--- src/rtl/cpu_pkg.sv ---
// Shared CPU front-end types: instruction field positions, opcodes, control-bit
// indices and the decoded-instruction payload carried through decode.
package cpu_pkg;

    localparam int unsigned INSTR_W  = 16;
    localparam int unsigned DEC_PC_W = 16;
    localparam int unsigned OPC_W    = 4;
    localparam int unsigned REG_W    = 3;
    localparam int unsigned FUNCT_W  = 3;
    localparam int unsigned IMM_W    = 6;
    localparam int unsigned CTRL_W   = 5;

    localparam int unsigned OPC_LSB   = 12;
    localparam int unsigned RS_LSB    = 9;
    localparam int unsigned RT_LSB    = 6;
    localparam int unsigned RD_LSB    = 3;
    localparam int unsigned FUNCT_LSB = 0;
    localparam int unsigned IMM_LSB   = 0;

    localparam logic [OPC_W-1:0] OP_RTYPE = 4'd0;
    localparam logic [OPC_W-1:0] OP_ADDI  = 4'd1;
    localparam logic [OPC_W-1:0] OP_LW    = 4'd2;
    localparam logic [OPC_W-1:0] OP_SW    = 4'd3;
    localparam logic [OPC_W-1:0] OP_BEQ   = 4'd4;

    localparam int unsigned CTRL_REG_WRITE   = 4;
    localparam int unsigned CTRL_MEM_READ    = 3;
    localparam int unsigned CTRL_MEM_WRITE   = 2;
    localparam int unsigned CTRL_BRANCH      = 1;
    localparam int unsigned CTRL_ALU_SRC_IMM = 0;

    typedef struct packed {
        logic [DEC_PC_W-1:0] pc;
        logic [OPC_W-1:0]    opcode;
        logic [REG_W-1:0]    rs;
        logic [REG_W-1:0]    rt;
        logic [REG_W-1:0]    rd;
        logic [FUNCT_W-1:0]  funct;
        logic [IMM_W-1:0]    imm6;
        logic [CTRL_W-1:0]   ctrl;
        logic                illegal;
    } dec_instr_t;

    typedef enum logic [1:0] {
        OCC_EMPTY = 2'd0,
        OCC_ONE   = 2'd1,
        OCC_TWO   = 2'd2
    } occ_e;

    // Opcodes that actually read rt as a source register.
    function automatic logic reads_rt(input logic [OPC_W-1:0] opcode);
        return (opcode == OP_RTYPE) || (opcode == OP_SW) || (opcode == OP_BEQ);
    endfunction

endpackage

--- src/rtl/decode_skid_stage_if.sv ---
// Fetch-side, execute-side and hazard signals of the decode stage.
interface decode_skid_stage_if
    import cpu_pkg::*;
#(
    parameter int unsigned PC_W = 16
) ();

    logic               flush;
    logic               in_valid;
    logic               in_ready;
    logic [INSTR_W-1:0] in_instr;
    logic [PC_W-1:0]    in_pc;
    logic               ex_mem_read;
    logic [REG_W-1:0]   ex_rd;
    logic               out_valid;
    logic               out_ready;
    logic [PC_W-1:0]    out_pc;
    logic [OPC_W-1:0]   out_opcode;
    logic [REG_W-1:0]   out_rs;
    logic [REG_W-1:0]   out_rt;
    logic [REG_W-1:0]   out_rd;
    logic [FUNCT_W-1:0] out_funct;
    logic [IMM_W-1:0]   out_imm6;
    logic               out_reg_write;
    logic               out_mem_read;
    logic               out_mem_write;
    logic               out_branch;
    logic               out_alu_src_imm;
    logic               out_illegal;

    // Environment: fetch, execute and the hazard/flush sources.
    modport master (
        output flush, in_valid, in_instr, in_pc, ex_mem_read, ex_rd, out_ready,
        input  in_ready, out_valid, out_pc, out_opcode, out_rs, out_rt, out_rd,
               out_funct, out_imm6, out_reg_write, out_mem_read, out_mem_write,
               out_branch, out_alu_src_imm, out_illegal
    );

    // The decode stage itself.
    modport slave (
        input  flush, in_valid, in_instr, in_pc, ex_mem_read, ex_rd, out_ready,
        output in_ready, out_valid, out_pc, out_opcode, out_rs, out_rt, out_rd,
               out_funct, out_imm6, out_reg_write, out_mem_read, out_mem_write,
               out_branch, out_alu_src_imm, out_illegal
    );

endinterface

--- src/rtl/instr_decoder.sv ---
// Combinational split of a 16-bit instruction into fields and control bits.
module instr_decoder
    import cpu_pkg::*;
(
    input  logic [INSTR_W-1:0]  instr,
    input  logic [DEC_PC_W-1:0] pc,
    output dec_instr_t          dec
);

    logic [OPC_W-1:0] opcode;

    assign opcode = instr[OPC_LSB +: OPC_W];

    always_comb begin
        dec         = '0;
        dec.pc      = pc;
        dec.opcode  = opcode;
        dec.rs      = instr[RS_LSB +: REG_W];
        dec.rt      = instr[RT_LSB +: REG_W];
        dec.rd      = instr[RD_LSB +: REG_W];
        dec.funct   = instr[FUNCT_LSB +: FUNCT_W];
        dec.imm6    = instr[IMM_LSB +: IMM_W];

        case (opcode)
            OP_RTYPE: begin
                dec.ctrl[CTRL_REG_WRITE] = 1'b1;
            end
            OP_ADDI: begin
                dec.ctrl[CTRL_REG_WRITE]   = 1'b1;
                dec.ctrl[CTRL_ALU_SRC_IMM] = 1'b1;
            end
            OP_LW: begin
                dec.ctrl[CTRL_REG_WRITE]   = 1'b1;
                dec.ctrl[CTRL_MEM_READ]    = 1'b1;
                dec.ctrl[CTRL_ALU_SRC_IMM] = 1'b1;
            end
            OP_SW: begin
                dec.ctrl[CTRL_MEM_WRITE]   = 1'b1;
                dec.ctrl[CTRL_ALU_SRC_IMM] = 1'b1;
            end
            OP_BEQ: begin
                dec.ctrl[CTRL_BRANCH] = 1'b1;
            end
            default: begin
                dec.illegal = 1'b1;
            end
        endcase
    end

endmodule

--- src/rtl/decode_skid_stage.sv ---
// Decode stage: decodes fetched instructions into a head+skid buffer and
// presents the head to execute, stalling on load-use hazards.
module decode_skid_stage
    import cpu_pkg::*;
#(
    parameter int unsigned PC_W = 16
) (
    input  logic              clk,
    input  logic              rst_n,
    decode_skid_stage_if.slave bus
);

    occ_e       state;
    occ_e       state_d;
    dec_instr_t head;
    dec_instr_t head_d;
    dec_instr_t skid;
    dec_instr_t skid_d;
    dec_instr_t in_dec;
    logic       in_ready_q;
    logic       in_ready_d;
    logic       head_valid;
    logic       hazard;
    logic       out_valid_c;
    logic       accept;
    logic       pop;

    instr_decoder u_decoder (
        .instr (bus.in_instr),
        .pc    (DEC_PC_W'(bus.in_pc)),
        .dec   (in_dec)
    );

    // Load-use stall: the load in execute writes a register the head reads.
    assign head_valid = (state != OCC_EMPTY);
    assign hazard     = head_valid && bus.ex_mem_read && (bus.ex_rd != '0)
                     && ((bus.ex_rd == head.rs)
                         || ((bus.ex_rd == head.rt) && reads_rt(head.opcode)));

    assign out_valid_c = head_valid && !hazard;
    assign accept      = bus.in_valid && in_ready_q;
    assign pop         = out_valid_c && bus.out_ready;

    // Occupancy next-state and buffer moves; flush overrides everything.
    always_comb begin
        state_d = state;
        head_d  = head;
        skid_d  = skid;

        if (bus.flush) begin
            state_d = OCC_EMPTY;
        end else begin
            case (state)
                OCC_EMPTY: begin
                    if (accept) begin
                        state_d = OCC_ONE;
                        head_d  = in_dec;
                    end
                end
                OCC_ONE: begin
                    if (accept && !pop) begin
                        state_d = OCC_TWO;
                        skid_d  = in_dec;
                    end else if (accept && pop) begin
                        head_d  = in_dec;
                    end else if (pop) begin
                        state_d = OCC_EMPTY;
                    end
                end
                OCC_TWO: begin
                    if (pop) begin
                        state_d = OCC_ONE;
                        head_d  = skid;
                    end
                end
                default: begin
                    state_d = OCC_EMPTY;
                end
            endcase
        end

        in_ready_d = (state_d != OCC_TWO);
    end

    always_ff @(posedge clk or negedge rst_n) begin
        if (!rst_n) begin
            state      <= OCC_EMPTY;
            head       <= '0;
            skid       <= '0;
            in_ready_q <= 1'b0;
        end else begin
            state      <= state_d;
            head       <= head_d;
            skid       <= skid_d;
            in_ready_q <= in_ready_d;
        end
    end

    assign bus.in_ready        = in_ready_q;
    assign bus.out_valid       = out_valid_c;
    assign bus.out_pc          = PC_W'(head.pc);
    assign bus.out_opcode      = head.opcode;
    assign bus.out_rs          = head.rs;
    assign bus.out_rt          = head.rt;
    assign bus.out_rd          = head.rd;
    assign bus.out_funct       = head.funct;
    assign bus.out_imm6        = head.imm6;
    assign bus.out_reg_write   = head.ctrl[CTRL_REG_WRITE];
    assign bus.out_mem_read    = head.ctrl[CTRL_MEM_READ];
    assign bus.out_mem_write   = head.ctrl[CTRL_MEM_WRITE];
    assign bus.out_branch      = head.ctrl[CTRL_BRANCH];
    assign bus.out_alu_src_imm = head.ctrl[CTRL_ALU_SRC_IMM];
    assign bus.out_illegal     = head.illegal;

endmodule

--- src/flat_wrapper.sv ---
// flat-port wrapper written by rule: the top's interface ports become plain ports
module decode_skid_stage_flat import cpu_pkg::*;
#(
    parameter int unsigned PC_W = 16
)
  (clk, rst_n, bus_flush, bus_in_valid, bus_in_instr, bus_in_pc, bus_ex_mem_read, bus_ex_rd, bus_out_ready, bus_in_ready, bus_out_valid, bus_out_pc, bus_out_opcode, bus_out_rs, bus_out_rt, bus_out_rd, bus_out_funct, bus_out_imm6, bus_out_reg_write, bus_out_mem_read, bus_out_mem_write, bus_out_branch, bus_out_alu_src_imm, bus_out_illegal);
  decode_skid_stage_if #(.PC_W(PC_W)) bus_i ();
  input  logic clk;
  input  logic rst_n;
  input wire logic [$bits(bus_i.flush)-1:0] bus_flush;
  input wire logic [$bits(bus_i.in_valid)-1:0] bus_in_valid;
  input wire logic [$bits(bus_i.in_instr)-1:0] bus_in_instr;
  input wire logic [$bits(bus_i.in_pc)-1:0] bus_in_pc;
  input wire logic [$bits(bus_i.ex_mem_read)-1:0] bus_ex_mem_read;
  input wire logic [$bits(bus_i.ex_rd)-1:0] bus_ex_rd;
  input wire logic [$bits(bus_i.out_ready)-1:0] bus_out_ready;
  output wire logic [$bits(bus_i.in_ready)-1:0] bus_in_ready;
  output wire logic [$bits(bus_i.out_valid)-1:0] bus_out_valid;
  output wire logic [$bits(bus_i.out_pc)-1:0] bus_out_pc;
  output wire logic [$bits(bus_i.out_opcode)-1:0] bus_out_opcode;
  output wire logic [$bits(bus_i.out_rs)-1:0] bus_out_rs;
  output wire logic [$bits(bus_i.out_rt)-1:0] bus_out_rt;
  output wire logic [$bits(bus_i.out_rd)-1:0] bus_out_rd;
  output wire logic [$bits(bus_i.out_funct)-1:0] bus_out_funct;
  output wire logic [$bits(bus_i.out_imm6)-1:0] bus_out_imm6;
  output wire logic [$bits(bus_i.out_reg_write)-1:0] bus_out_reg_write;
  output wire logic [$bits(bus_i.out_mem_read)-1:0] bus_out_mem_read;
  output wire logic [$bits(bus_i.out_mem_write)-1:0] bus_out_mem_write;
  output wire logic [$bits(bus_i.out_branch)-1:0] bus_out_branch;
  output wire logic [$bits(bus_i.out_alu_src_imm)-1:0] bus_out_alu_src_imm;
  output wire logic [$bits(bus_i.out_illegal)-1:0] bus_out_illegal;
  assign bus_i.flush = bus_flush;
  assign bus_i.in_valid = bus_in_valid;
  assign bus_i.in_instr = bus_in_instr;
  assign bus_i.in_pc = bus_in_pc;
  assign bus_i.ex_mem_read = bus_ex_mem_read;
  assign bus_i.ex_rd = bus_ex_rd;
  assign bus_i.out_ready = bus_out_ready;
  assign bus_in_ready = bus_i.in_ready;
  assign bus_out_valid = bus_i.out_valid;
  assign bus_out_pc = bus_i.out_pc;
  assign bus_out_opcode = bus_i.out_opcode;
  assign bus_out_rs = bus_i.out_rs;
  assign bus_out_rt = bus_i.out_rt;
  assign bus_out_rd = bus_i.out_rd;
  assign bus_out_funct = bus_i.out_funct;
  assign bus_out_imm6 = bus_i.out_imm6;
  assign bus_out_reg_write = bus_i.out_reg_write;
  assign bus_out_mem_read = bus_i.out_mem_read;
  assign bus_out_mem_write = bus_i.out_mem_write;
  assign bus_out_branch = bus_i.out_branch;
  assign bus_out_alu_src_imm = bus_i.out_alu_src_imm;
  assign bus_out_illegal = bus_i.out_illegal;
  decode_skid_stage #(.PC_W(PC_W)) u_core (.clk(clk), .rst_n(rst_n), .bus(bus_i));
endmodule
--- config.mk ---
export PLATFORM = sky130hd
export DESIGN_NAME = decode_skid_stage_flat
export DESIGN_NICKNAME = d
export VERILOG_FILES = /design/src/rtl/cpu_pkg.sv /design/src/rtl/decode_skid_stage_if.sv /design/src/rtl/instr_decoder.sv /design/src/rtl/decode_skid_stage.sv /design/src/flat_wrapper.sv
export SDC_FILE = /design/constraint.sdc
export NUM_CORES = 1
export LEC_CHECK = 0
export BUFFER_PORTS_ARGS = -buffer_cell sky130_fd_sc_hd__buf_2
export CAP_MARGIN = 20
export CORE_MARGIN = 2
export CORE_UTILIZATION = 45
export DETAILED_ROUTE_END_ITERATION = 10
export PLACE_DENSITY = 0.72
export SYNTH_ARGS = -nofsm -noshare
export SYNTH_HDL_FRONTEND = slang
export SYNTH_SLANG_ARGS = --single-unit
export TNS_END_PERCENT = 1
--- constraint.sdc ---
create_clock -name clk -period 2.42 [get_ports clk]
set_input_delay 0.484 -clock clk [delete_from_list [all_inputs] [get_ports clk]]
set_output_delay 0.484 -clock clk [all_outputs]
set_load 0.02 [all_outputs]
==> results of run 1 <==
layout make-up:
class / count / share of cell area [%]
well taps: 105 / 2.924
repair buffers: 94 / 11.81
multi-input cells: 230 / 35.62
clock inverters: 4 / 1.699
inverters: 6 / 0.5013
flip-flops and latches: 79 / 44.00
clock buffers: 12 / 3.453
sequential cells by signal, indices dropped and copies added, names as in the netlist:
signal and count:
u_core.skid 38, u_core.bus.out_pc 16, u_core.bus.out_imm6 6, u_core.bus.out_opcode 4, u_core.bus.out_rs 3, u_core.bus.out_rt 3, u_core.state 2, u_core.bus.in_ready 1
u_core.bus.out_alu_src_imm 1, u_core.bus.out_branch 1, u_core.bus.out_illegal 1, u_core.bus.out_mem_read 1, u_core.bus.out_mem_write 1, u_core.bus.out_reg_write 1
layer usage:
layer | track usage [%] | up-vias | routed length, um
li1 | - | 1284 | -
met1 | 24.05 | 1305 | 3493
met2 | 30.73 | 64 | 3766
met3 | 6.225 | 10 | 445
met4 | 6.401 | 0 | 134
met5 | 0 | - | 0
stage by stage:
stage	area, um2	hold slack, ns
floorplan	3725	0.1884
global placement	4262	0.4647
detailed placement	4262	0.4738
CTS	4493	0.08667
global route	4493	0.1065
finish	4493	0.07041
cell families (layout without fill, tap and decap cells):
kind of cell	after synthesis	after routing	synth area share, %
AND/OR/NAND/NOR	123	123	13.13
flip-flops	79	79	53.07
multiplexers	78	78	23.41
buffers and inverters	29	116	4.736
AO/OA/AOI/OAI	22	22	3.997
XOR/XNOR	7	7	1.646
cells in the final DEF, fill, tap and decap left out, types with 2 or more instances in the layout:
cell / count
a211oi_1: 2
a21oi_1: 3
buf_12: 3
buf_2: 85
buf_4: 6
bufinv_16: 2
clkbuf_8: 11
dfrtp_1: 79
inv_1: 6
mux2_1: 19
mux2_2: 54
mux2i_1: 5
nand2_1: 103
nand3_1: 2
nand3b_1: 2
nand4_1: 2
nor2_1: 8
nor3_1: 2
o21ai_0: 7
xnor2_1: 4
xor2_1: 3
cell usage after synthesis (all sizes together), types with 2 or more instances:
library cell,number
dfrtp,79
nand3b,2
xor2,3
nand2,103
buf,17
a21oi,3
xnor2,4
o21ai,8
inv,6
nor2b,2
clkbuf,6
nor2,8
nand4,2
a211oi,3
nand3,2
mux2,73
mux2i,5
nor3,2
worst max-delay path: stages (launching register included):
cell and delay (ns):
dfrtp_1 0.43, xnor2_1 0.16, and3_1 0.17, a31o_2 0.25, a21oi_1 0.20, buf_2 0.19
worst max path at each step:
stage                          from                        to  slack, ns  depth (start not counted)
2_1_floorplan          bus_ex_rd[0]     u_core.bus.out_branch       0.44                          6
3_3_place_gp           bus_ex_rd[0]  u_core.bus.out_opcode[0]       0.25                          6
3_5_place_dp           bus_ex_rd[0]     u_core.bus.out_pc[14]       0.20                          6
4_1_cts        u_core.bus.out_rs[0]             bus_out_valid       0.20                          5
5_1_grt        u_core.bus.out_rs[0]             bus_out_valid       0.08                          5
6_report       u_core.bus.out_rs[0]             bus_out_valid       0.18                          5
report_power, final:
group / leakage (nW) / internal [W] / switching, W
Sequential: 0.951 / 0.00187 / 0.000333
Combinational: 1.16 / 0.000746 / 0.000864
Clock: 0.113 / 0.000642 / 0.000492
Total: 2.22 / 0.00326 / 0.00169
==> results.toml, run 1 <==
[sta]
min_period_over_period_pct = 92.69
hold_viol = 0
relSlewSlack_pct = 67.80
rsz0062_at_grt = "no"
fin_crit_ns = 2.243
fmax_ghz = 0.4458
setup_tns_ns = 0
maxSlewViolCount = 0
setup_slack_ns = 0.1769
setup_viol = 0
tightest_slew_ns = 0.4829
finClkSkew_ns = 0.01203

[critical_path]
worst-r2r-cell-count = 6
worst_ep_required_time_ns = 1.94
path_max_fanout = 4
cp-start-kind = "flop"
reg2reg_from = "u_core.bus.out_opcode[1]"
crit_type = "reg -> out"
critical_path.endpoint_type = "primary output"
cp.arrival_ns = 1.76
r2r-end = "u_core.bus.out_opcode[2]"
reg2reg_slack_ns = 0.45

[yosys]
syn_avg_cell_area_um2 = 11.02
ys_seq_area_share_pct = 53.07
ys_seq_elements = 79
synthArstFlopShare_pct = 100.0
synth_nets = 379
yosysWarnings = 0
ys_types = 35
synth_top_area_share_pct = 53.07
syn-instance-count = 338
synth_area_leader_cell = "dfrtp_1"
synth_area_mm2 = 0.003725
yosys-top-cells-area = "dfrtp_1 53%, mux2_2 16%, nand2_1 10%"
synth_edf_count = 0
synth_flop_cell = "dfrtp_1"

[routing]
via_per_inst = 5.025
detail-route-antenna-nets = 0
avgRoutedWirePerCell_um = 14.79
vias = 2663
drt-total-wl_um = 7839
first_iter_violations = 86
drc_errors = 0
firstDrtPassIters = 4

[placement]
place_inst = 514
dp_hpwl_um = 5466
port-buffer-count = 86
dpl_worst_slack_ns = 0.1973
gp_routability_congestion = 0.8245

[cts]
clk_latency_ns = 0.36
h-tree-depth = 3
cts_tree = "yes"
cts_buffers = 9
clk_pin_slew_worst_paths_ns = 0.08
cts_root_buf = "clkbuf_8"
cts-resized-gates = 0
clock_path_buffers = 2
ctsHoldBuffers = 0
cts_setup_buffers = 0
cts_sinks = 79

[die]
core_mm2 = 0.008134
rows = 33
die_area_mm2 = 0.009021
ios = 87
fp.dieW_um = 94.98
initial_utilization_pct = 45.79
die_h_um = 94.98

[global_route]
grt_pass1_vias = 2803
grt_pass1_wl_um = 13090
grt_max_degree = 44
grtUsageTotal_pct = 19.00
antenna_found_initial = 0
grt-ovfl-total = 0

[power]
leakagePower_nw = 2.220
powerDensity_mw_per_mm2 = 1101
total_power_w = 0.004948
peakVddDrop_v = 0.0005312

[final_layout]
areaGrowthSynthToFinish_pct = 20.62
seqCellArea_mm2 = 0.001977
fin_cells = 530
fin_util_pct = 55.24
nNetsFinal = 461
diodes = 0
drive_gt1_share_pct = 39.53
multi_input_area_mm2 = 0.001600
nFillCells = 724

[flow_run]
maxCapViolCount = 0

[status]
status = "complete, no violations"

[worst_hold_path]
holdCritPathClass = "in -> async"
(Power assumes the default switching activity.)
==> run 2: changes to the inputs <==
--- a/config.mk
+++ b/config.mk
@@ -5,6 +5,7 @@
 export SDC_FILE = /design/constraint.sdc
 export NUM_CORES = 1
 export LEC_CHECK = 0
+export ABC_AREA = 1
 export BUFFER_PORTS_ARGS = -buffer_cell sky130_fd_sc_hd__buf_2
 export CAP_MARGIN = 20
 export CORE_MARGIN = 2
==> results.toml, run 2 <==
[status]
status = "complete, no violations"

[routing]
avgRoutedWirePerCell_um = 13.17
detail-route-antenna-nets = 0
drt-total-wl_um = 8812
first_iter_violations = 209
drc_errors = 0
vias = 3320
firstDrtPassIters = 5
via_per_inst = 4.963

[critical_path]
crit_type = "reg -> reg"
cp-start-kind = "flop"
cp_common_cell = "nand2_1"
critical_path.endpoint_type = "flop"
worst_ep_required_time_ns = 2.70
path_max_fanout = 24
cp.arrival_ns = 2.32
crit_path_top_delay_cell = "dfrtp_1"
max_stage_delay_ns = 0.44
path_cells = "or2_1, nand2_1, nand3_1, nand2_1, nand2_2, nand3_4, nand2_2, nand2_2, buf_4, nand2_1, nand2_1"

[final_layout]
final_cell_mix = "206 x nand2_1, 85 x buf_2, 79 x dfrtp_1, 53 x nand3_1, 49 x o21ai_0"
diodes = 0
regMostFlops = "u_core.skid"
fin_util_pct = 54.96
drive_gt1_share_pct = 20.39
areaGrowthSynthToFinish_pct = 18.91
nFillCells = 790
mostFrequentLayoutCell = "nand2_1"
largest_reg_flops = 38
nNetsFinal = 601

[worst_hold_path]
holdCritPathClass = "in -> async"

[yosys]
yosysWarnings = 0
yosys-top-cells-area = "dfrtp_1 52%, nand2_1 20%, nand3_1 7.0%"
syn_avg_cell_area_um2 = 7.759
synth_flop_cell = "dfrtp_1"
ys_seq_area_share_pct = 52.32
synth_edf_count = 0
synth_common_cells = "206 x nand2_1, 79 x dfrtp_1, 53 x nand3_1"
synth_top_area_share_pct = 52.32
synth_area_mm2 = 0.003779
synth_area_leader_cell = "dfrtp_1"
synthArstFlopShare_pct = 100.0
yosysMostFrequentCell = "nand2_1"
ys_seq_elements = 79
syn-instance-count = 487
ys_types = 21
synth_nets = 528

[sta]
rsz0062_at_grt = "no"
relSlewSlack_pct = 68.57
setup_viol = 0
finClkSkew_ns = 0.01067
whs_ns = 0.09573
hold_viol = 0
setup_tns_ns = 0
tightest_slew_ns = 0.4715
fin_crit_ns = 2.041
min_period_over_period_pct = 84.34
maxSlewViolCount = 0
setup_slack_ns = 0.3790
fmax_ghz = 0.4900

[global_route]
grt_max_degree = 62
grt-busiest-layer = "met2"
grt.met2_usage_pct = 31.06
grt_pass1_vias = 3044
antenna_found_initial = 0
grt_pass1_wl_um = 14680
grt-ovfl-total = 0
grt_util_met1_pct = 30.75
grtUsageTotal_pct = 20.91
grt_use_met3_pct = 3.953

[power]
powerDensity_mw_per_mm2 = 881.0
leakagePower_nw = 2.473
p_clk_share_pct = 26.5
peakVddDrop_v = 0.0003281
p_sw_share_pct = 33.31
p_switching_w = 0.001318
combinationalPowerShare_pct = 25.6
total_power_w = 0.003958
intPower_w = 0.002640
seqPwrFrac_pct = 47.9

[cts]
ctsHoldBuffers = 0
clk_pin_slew_worst_paths_ns = 0.07
cts-resized-gates = 0
clk_latency_ns = 0.34
cts_root_buf = "clkbuf_8"
h-tree-depth = 3
cts_buffers = 9
clock_path_buffers = 2
cts_setup_buffers = 0
cts_sinks = 79
cts_tree = "yes"

[placement]
dp_hpwl_um = 6262
dpl_worst_slack_ns = 0.3082
gp_routability_congestion = 0.8177
port-buffer-count = 86

[die]
die_h_um = 95.64
initial_utilization_pct = 46.22
core_mm2 = 0.008175
rows = 33
fp.dieW_um = 95.64
ios = 87
die_area_mm2 = 0.009146

[flow_run]
maxCapViolCount = 0
[run 2: cell types whose count changed in the layout (fill, tap and decap cells not counted), moves of 19 or more]
cell and delta:
o21ai_0 +42, inv_1 +30, nand2_1 +103, nand3_1 +51, mux2_1 -19, mux2_2 -54
[run 2: metrics by stage]
stage / cells / instance area (um2)
global placement: 654 / 4280
floorplan: 487 / 3779
finish: 669 / 4493
CTS: 669 / 4493
detailed placement: 654 / 4280
global route: 669 / 4493
[run 2: worst paths after layout]
kind                                           from                       end  slack [ns]  depth (start not counted)
max                        u_core.bus.out_opcode[1]      u_core.bus.out_rt[0]        0.38                         11
min                                           rst_n           u_core.skid[29]         0.1                          1
min reg2reg                    u_core.bus.out_pc[9]      u_core.bus.out_pc[9]        0.47                          2
min in group clk                       bus_in_pc[9]           u_core.skid[37]        0.40                          3
max in group asynchronous                     rst_n  u_core.bus.out_opcode[0]        1.73                          2
max reg2reg                u_core.bus.out_opcode[1]      u_core.bus.out_rt[0]        0.38                         11
[run 2: layout make-up]
cell class	instances	area, um2	share of cell area, %
Clock buffer	12	145.1	3.230
Tap cell	105	131.4	2.924
Sequential cell	79	1977	44.00
Multi-Input combinational cell	339	1486	33.08
Clock inverter	3	67.56	1.504
Timing Repair Buffer	95	550.5	12.25
Inverter	36	135.1	3.008
[run 2: cell families after synthesis]
logic type | share of synthesized area, %
simple gates | 30.66
compound gates | 7.583
buf+inv | 8.742
xor+xnor | 0.6955
flops | 52.32
[run 2: power groups by stage]
stage / sequential [W] / combinational, W / clock, W
global placement: 0.00190 / 0.000994 / 0
detailed placement: 0.00192 / 0.00103 / 0
finish: 0.00190 / 0.00101 / 0.00105
floorplan: 0.00205 / 0.000533 / 0
global route: 0.00194 / 0.00115 / 0.00113
CTS: 0.00189 / 0.00103 / 0.00108
[run 2: layer usage]
metal  up-vias  wire length [um]
li1       1676                 -
met1      1518              4215
met2       118              3990
met3         8               506
met4         0                99
met5         -                 0
[run 2: worst max-delay path: cells and delay by family, from the launching register on]
kind | cells | cell delay [ns]
simple gates | 10 | 1.28
flops | 1 | 0.44
buf+inv | 1 | 0.26
